===== config.mk =====
export PLATFORM = sky130hd
export DESIGN_NAME = mul_share_arbiter
export DESIGN_NICKNAME = d
export VERILOG_FILES = /design/src/rtl/mul_share_arbiter.sv
export SDC_FILE = /design/constraint.sdc
export NUM_CORES = 1
export LEC_CHECK = 0
export ABC_AREA = 1
export ABC_CLOCK_PERIOD_IN_PS = 2900
export CAP_MARGIN = 20
export CORE_UTILIZATION = 43
export DETAILED_ROUTE_END_ITERATION = 8
export PLACE_DENSITY_LB_ADDON = 0.3
export SLEW_MARGIN = 20
export SYNTH_ARGS = -nofsm -noshare
export SYNTH_HDL_FRONTEND = slang
export SYNTH_SLANG_ARGS = --single-unit

===== constraint.sdc =====
create_clock -name clk -period 2.9 [get_ports clk]
set_input_delay 0.58 -clock clk [delete_from_list [all_inputs] [get_ports clk]]
set_output_delay 0.58 -clock clk [all_outputs]
set_load 0.02 [all_outputs]

===== src/rtl/mul_share_arbiter.sv =====
// mul_share_arbiter: round-robin sharing of one registered W x W signed multiplier
// among NREQ requesters, returning ID-tagged products over a valid/ready port.
module mul_share_arbiter #(
  parameter int NREQ = 4,
  parameter int W    = 9,
  parameter int IDW  = 2,
  parameter int CNTW = 16
) (
  input  logic              clk,
  input  logic              rst_n,
  input  logic [NREQ-1:0]   req_valid,
  output logic [NREQ-1:0]   req_ready,
  input  logic [NREQ*W-1:0] req_a,
  input  logic [NREQ*W-1:0] req_b,
  output logic [W-1:0]      mul_a,
  output logic [W-1:0]      mul_b,
  output logic              mul_en,
  input  logic [2*W-2:0]    mul_p,
  output logic              rsp_valid,
  input  logic              rsp_ready,
  output logic [IDW-1:0]    rsp_id,
  output logic [2*W-2:0]    rsp_p,
  output logic              busy,
  output logic [CNTW-1:0]   ops_done
);
  typedef enum logic [1:0] {IDLE, MUL, RSP} state_t;
  state_t state;
  logic [IDW-1:0] rr_ptr, g;
  logic any;
  function automatic logic [IDW-1:0] wrap(input int v);
    return IDW'(v >= NREQ ? v - NREQ : v);
  endfunction
  // Scan downward so the requester closest to rr_ptr is the last (winning) assignment.
  always_comb begin
    g = '0;
    any = 1'b0;
    for (int k = NREQ - 1; k >= 0; k--)
      if (req_valid[wrap(int'(rr_ptr) + k)]) begin
        g = wrap(int'(rr_ptr) + k);
        any = 1'b1;
      end
    req_ready = '0;
    if (state == IDLE && rst_n && any) req_ready[g] = 1'b1;
  end
  assign rsp_valid = state == RSP;
  assign rsp_p = rsp_valid ? mul_p : '0;
  assign busy = state != IDLE;
  always_ff @(posedge clk or negedge rst_n)
    if (!rst_n) begin
      state <= IDLE;
      mul_a <= '0;
      mul_b <= '0;
      mul_en <= 1'b0;
      rsp_id <= '0;
      rr_ptr <= '0;
      ops_done <= '0;
    end else
      case (state)
        IDLE: if (any) begin
          mul_a <= req_a[g*W +: W];
          mul_b <= req_b[g*W +: W];
          rsp_id <= g;
          rr_ptr <= wrap(int'(g) + 1);
          mul_en <= 1'b1;
          state <= MUL;
        end
        MUL: begin
          mul_en <= 1'b0;
          state <= RSP;
        end
        RSP: if (rsp_ready) begin
          ops_done <= &ops_done ? ops_done : ops_done + CNTW'(1);
          state <= IDLE;
        end
        default: state <= IDLE;
      endcase
endmodule


**Word level (Yosys, flattened, before mapping)**

Cells that the tools add are included.
W data, S select, Z words.

- Input port bits: 96
- Output and inout port bits: 60
- Logic and storage cells: 77
- Flip-flop bits (word level): 41

- Multiply operators: 1
- $lt $le $gt $ge: 11
- Equality and inequality tests: 4
- Shift-type cells: 2
- Add/subtract/negate cells: 10
- Mux-type cells: 30
- Reduce and logical (&&, ||, !) cells: 11
- Bitwise operators: 1

Operators by type and width:

| operator | count |
|---|---|
| $shiftx A36 B7 Y9 | 2 |
| $mux W2 | 11 |
| $mux W17 | 1 |
| $add A16 B1 Y16 const B | 1 |
| $reduce_and A16 Y1 | 1 |
| $lt A2 B3 Y1 const B | 5 |
| $ge A3 B3 Y1 const B | 4 |
| $mux W1 | 10 |
| $sub A2 B1 Y2 const B | 5 |
| $bmux W1 S2 | 4 |
| $add A2 B1 Y3 const B | 2 |
| $add A2 B2 Y3 const B | 2 |
| $mul A2 B4 Y6 const B | 1 |
| $pmux W2 S3 | 1 |
| $reduce_and A2 Y1 | 3 |
| $mux W4 | 1 |
| $reduce_bool A2 Y1 | 2 |
| $ge A2 B3 Y1 const B | 1 |
| $logic_and A1 B1 Y1 | 3 |
| $reduce_and A3 Y1 | 1 |
| $demux W1 S2 | 1 |
| $eq A2 B1 Y1 const B | 1 |
| $eq A2 B2 Y1 const B | 1 |
| $ge A2 B1 Y1 const B | 1 |
| 5 further kinds | 5 |

**Longest topological paths before layout**

- Depth after elaboration: 14
- Gate-level depth with buffers: 15
- Depth with buffers taken out: 13

**Worst setup path after synthesis**

OpenSTA, ideal clock, no wires.

- Path kind: input -> output
- From: in req_valid[3]
- To: out req_ready[3]
- Data arrival time: 2035 ps
- Setup slack: 285 ps
- Path buffers: 1
- Cell stages on the path: 11
- Cells stage by stage: inv_1 -> nand2_2 -> and2_4 -> nand2_2 -> nand2_1 -> inv_2 -> nand3_4 -> nand2_2 -> buf_6 -> inv_2 -> nor4_1

- Longest elaborated chain between the ends: 11
- Elaborated cells between the ends (all ways): 23
- Those cells by class: order compare: 2; mux: 19; reduce/logical: 2

RTL lines:

| item | line | text |
|---|---|---|
| from (decl) | 11 | `input logic [NREQ-1:0] req_valid,` |
| $bmux W1 S2 | 38 | `if (req_valid[wrap(int'(rr_ptr) + k)]) begin` |
| $mux W1 (not written as such) | 38 |  |
| $mux W2 (4 in a row) | 38 |  |
| $lt A2 B3 Y1 (not written as such) / $ge A2 B1 Y1 (equally long branches) | 43 | `if (state == IDLE && rst_n && any) req_ready[g] = 1'b1;` |
| $logic_and A1 B1 Y1 (not written as such) | 43 |  |
| $mux W1 (not written as such) | 43 |  |
| $demux W1 S2 | 43 |  |
| $mux W4 (*) | 43 |  |
| to (decl) | 12 | `output logic [NREQ-1:0] req_ready,` |

Every way passes the cells marked *; elsewhere a longest branch is shown, timed or not. The select of a mux whose other input is x is not followed.

**Final worst setup path**

- From: in req_valid[3]
- To: out req_ready[0]

Same word-level chain as after synthesis.

==> flow_metrics.py <==
metrics = {
    "worst_setup_path": {
        "critPathRequiredTime_ns": 2.32,
        "arrival_ns": 2.22,
        "path_max_fanout": 3,
        "cp-end-kind": "output port",
        "r2r_slack_ns": 0.88,
        "cp-start-kind": "primary input",
        "path_class": "primary input to output port",
    },
    "route": {
        "first_pass_iters": 9,
        "vias": 3424,
        "drt-wirelength-per-cell_microns": 13.97,
        "vias_per_cell": 5.164,
        "ant_nets": 0,
        "drc": 24,
        "drt_wl_total_mm": 9.264,
        "drt_iter0_markers": 198,
    },
    "clock_tree": {
        "clk_path_buf_depth": 2,
        "cts_hold_buf": 0,
        "clk_latency_ns": 0.29,
        "cts_tree": "done",
        "cts-root-buf": "clkbuf_8",
        "clk_pin_slew_ns": 0.08,
        "numCtsBuffers": 5,
        "cts.sinks": 41,
        "cts-htree-levels": 2,
    },
    "final_layout": {
        "area_growth_pct": 62.16,
        "fin_util_pct": 73.39,
        "final_cell_mix": "clkdlybuf4s50_1, nand2_1, nand3_1",
        "antenna_cells": 0,
        "drive_gt1_share_pct": 11.77,
        "final_common_cell": "clkdlybuf4s50_1",
        "final_area_sq_um": 4713,
        "fin_nets": 682,
    },
    "power_and_ir_drop": {
        "swShare_pct": 50.42,
        "pwr-share-clk_pct": 8.7,
        "power.density_nw_per_um2": 1025,
        "p_comb_share_pct": 71.5,
        "vdd_drop_max_v": 0.0005835,
        "leakagePower_nw": 2.239,
        "internal-power_mw": 2.395,
        "p_switching_mw": 2.435,
        "p_seq_share_pct": 19.7,
    },
    "global_routing": {
        "track_usage_pct": 26.28,
        "grt_pass1_vias": 3275,
        "gr-total-overflow": 0,
        "grt_max_degree": 42,
        "antenna_found_initial": 0,
        "grt_first_pass_wirelength_mm": 15.01,
    },
    "logic_synthesis": {
        "ys_ff_latch": 41,
        "syn_area_per_cell_sq_um": 6.855,
        "synth-simple-area-share_pct": 44.98,
        "yosys_warnings": 0,
        "synthMuxAreaShare_pct": 0,
        "synth_cell_types": 33,
        "synthesis.nets": 521,
        "ys_seq_area_share_pct": 35.30,
        "synthAdderAreaFrac_pct": 0.4305,
        "synth_top_family_by_area": "simple AND/OR/NAND/NOR gates",
        "synth_compound_area_share_pct": 2.841,
        "synth_area_sq_um": 2907,
        "synth-xor-area-share_pct": 4.520,
        "netlist_instances": 424,
    },
    "run": {
        "maxCapViolCount": 0,
    },
    "timing": {
        "worst_slack_ns": 0.09776,
        "fin_crit_ns": 2.802,
        "skew_ns": 0.007952,
        "hold_viol_final": 0,
        "fin_crit_sh_pct": 96.63,
        "max_freq_ghz": 0.3569,
        "max_slew_margin_pct": 64.43,
        "worst_slew_pin_slew_ns": 0.5335,
        "finalSetupViolations": 0,
        "final-max-slew-violation-count": 0,
    },
    "status": {
        "status": "finished, violations left",
        "violations": "design-rule violations",
    },
    "floorplan": {
        "coreArea_sq_um": 6422,
        "die_w_microns": 84.22,
        "die_area_sq_um": 7092,
        "pin_count": 156,
        "fp.dieH_microns": 84.22,
        "rows": 29,
        "start_util_pct": 45.26,
    },
    "placed_design": {
        "pre_cts_slack_ns": -0.3821,
        "post_dp_cell_area_sq_um": 4552,
        "dp_hpwl_mm": 6.941,
        "gp_congestion": 1.109,
        "numPortBuffers": 155,
    },
    "worst_hold_path": {
        "hp-class": "primary input to async pin",
    },
}
per-stage QoR:
| stage | setup TNS, ns | hold slack (ns) | total power, mW | std cells |
|---|---|---|---|---|
| 2_1_floorplan | 0 | 0.2844 | 3.120 | 424 |
| 5_1_grt | -0.01156 | 0.4142 | 5.220 | 663 |
| 4_1_cts | 0 | 0.3830 | 4.741 | 660 |
| 6_report | 0 | 0.3778 | 4.830 | 663 |
| 3_5_place_dp | -1.441 | 0.4820 | 4.318 | 652 |
| 3_3_place_gp | -0.9484 | 0.4756 | 4.211 | 652 |
registers in the layout, summed over array words and instances (netlist names):
name	flops
mul_a	9
mul_b	9
mul_en	1
ops_done	16
rr_ptr	2
rsp_id	2
state	2
cells in the mapped netlist:
library cell	count	share of area [%]
nand2_1	114	15
nand3_1	81	14
inv_1	54	7.0
dfrtp_1	41	35
nor2_1	30	3.9
nand3b_1	18	4.6
buf_2	10	1.7
nor3_1	9	1.5
xor2_1	9	2.7
nand4_1	7	1.5
nand2_2	6	1.3
xnor2_1	6	1.8
clkbuf_1	5	0.65
inv_2	5	0.65
buf_6	4	1.5
nand3_2	3	1.0
o21ai_0	3	0.52
clkinv_1	2	0.26
nor3_2	2	0.69
o21ai_1	2	0.34
a21boi_0	1	0.26
a21oi_1	1	0.17
a21oi_4	1	0.56
a31oi_2	1	0.43
and2_4	1	0.30
buf_1	1	0.13
ha_1	1	0.43
nand2_4	1	0.39
nand3_4	1	0.60
nor2_2	1	0.22
nor4_1	1	0.22
o21a_1	1	0.26
o21ai_2	1	0.30
cell families (layout without fill, tap and decap cells):
kind of cell,Yosys count,in the layout
flip-flops,41,41
XOR/XNOR,15,15
AO/OA/AOI/OAI,11,11
adder cells (fa/ha/maj),1,1
buffers and inverters,81,243
AND/OR/NAND/NOR,275,275
worst paths after layout:
kind                         startpoint           end  cells past startpoint
max in group asynchronous         rst_n     rr_ptr[0]                      2
hold / removal                    rst_n      mul_a[1]                      2
min in group clk               mul_b[6]      mul_b[6]                      2
hold reg to reg                mul_b[6]      mul_b[6]                      2
setup reg to reg              rr_ptr[0]      mul_a[8]                     13
setup / recovery           req_valid[3]  req_ready[0]                     14
critical path: stages:
cell and delay (ns):
clkdlybuf4s50_1 0.43, inv_2 0.09, nand2_2 0.07, and2_4 0.17, nand2_2 0.06, nand2_1 0.06, inv_2 0.08, nand2_2 0.07
nand2_4 0.06, nand2_2 0.07, inv_2 0.08, nand2_2 0.08, nor3_2 0.16, buf_4 0.16
metal layers:
layer	track usage, %	routed length [microns]	vias to the layer above	share of wire, %
met5	0	0	-	0
met1	31.07	3678	1580	40
met4	10.19	227	0	2.5
met2	46.87	4696	155	51
met3	5.408	662	23	7.1
li1	-	-	1666	-
power by group through the flow:
stage / combinational, mW / clock, mW / sequential, mW
after CTS: 3.36 / 0.432 / 0.950
after detailed placement: 3.36 / 0 / 0.955
after floorplan: 1.97 / 0 / 1.15
final: 3.45 / 0.422 / 0.952
after global routing: 3.79 / 0.453 / 0.975
after global placement: 3.26 / 0 / 0.949
area by class of cell:
type,instances,area (sq um)
multi-input cells,302,1579
flip-flops and latches,41,1026
clock inverters,1,8.758
repair buffers,174,1674
well taps,77,96.34
clock buffers,7,96.34
inverters,61,232.7
fillers,512,1709
repair_timing:
item / 4_1_cts / 5_1_grt
resized for setup: 20 / 15
setup buffers: 0 / 3
endpoints found under the hold margin: 0 / 0
pin swaps: 0 / 1
endpoints found under the setup margin: 4 / 21
No activity file was read; power rests on OpenSTA's default activity.
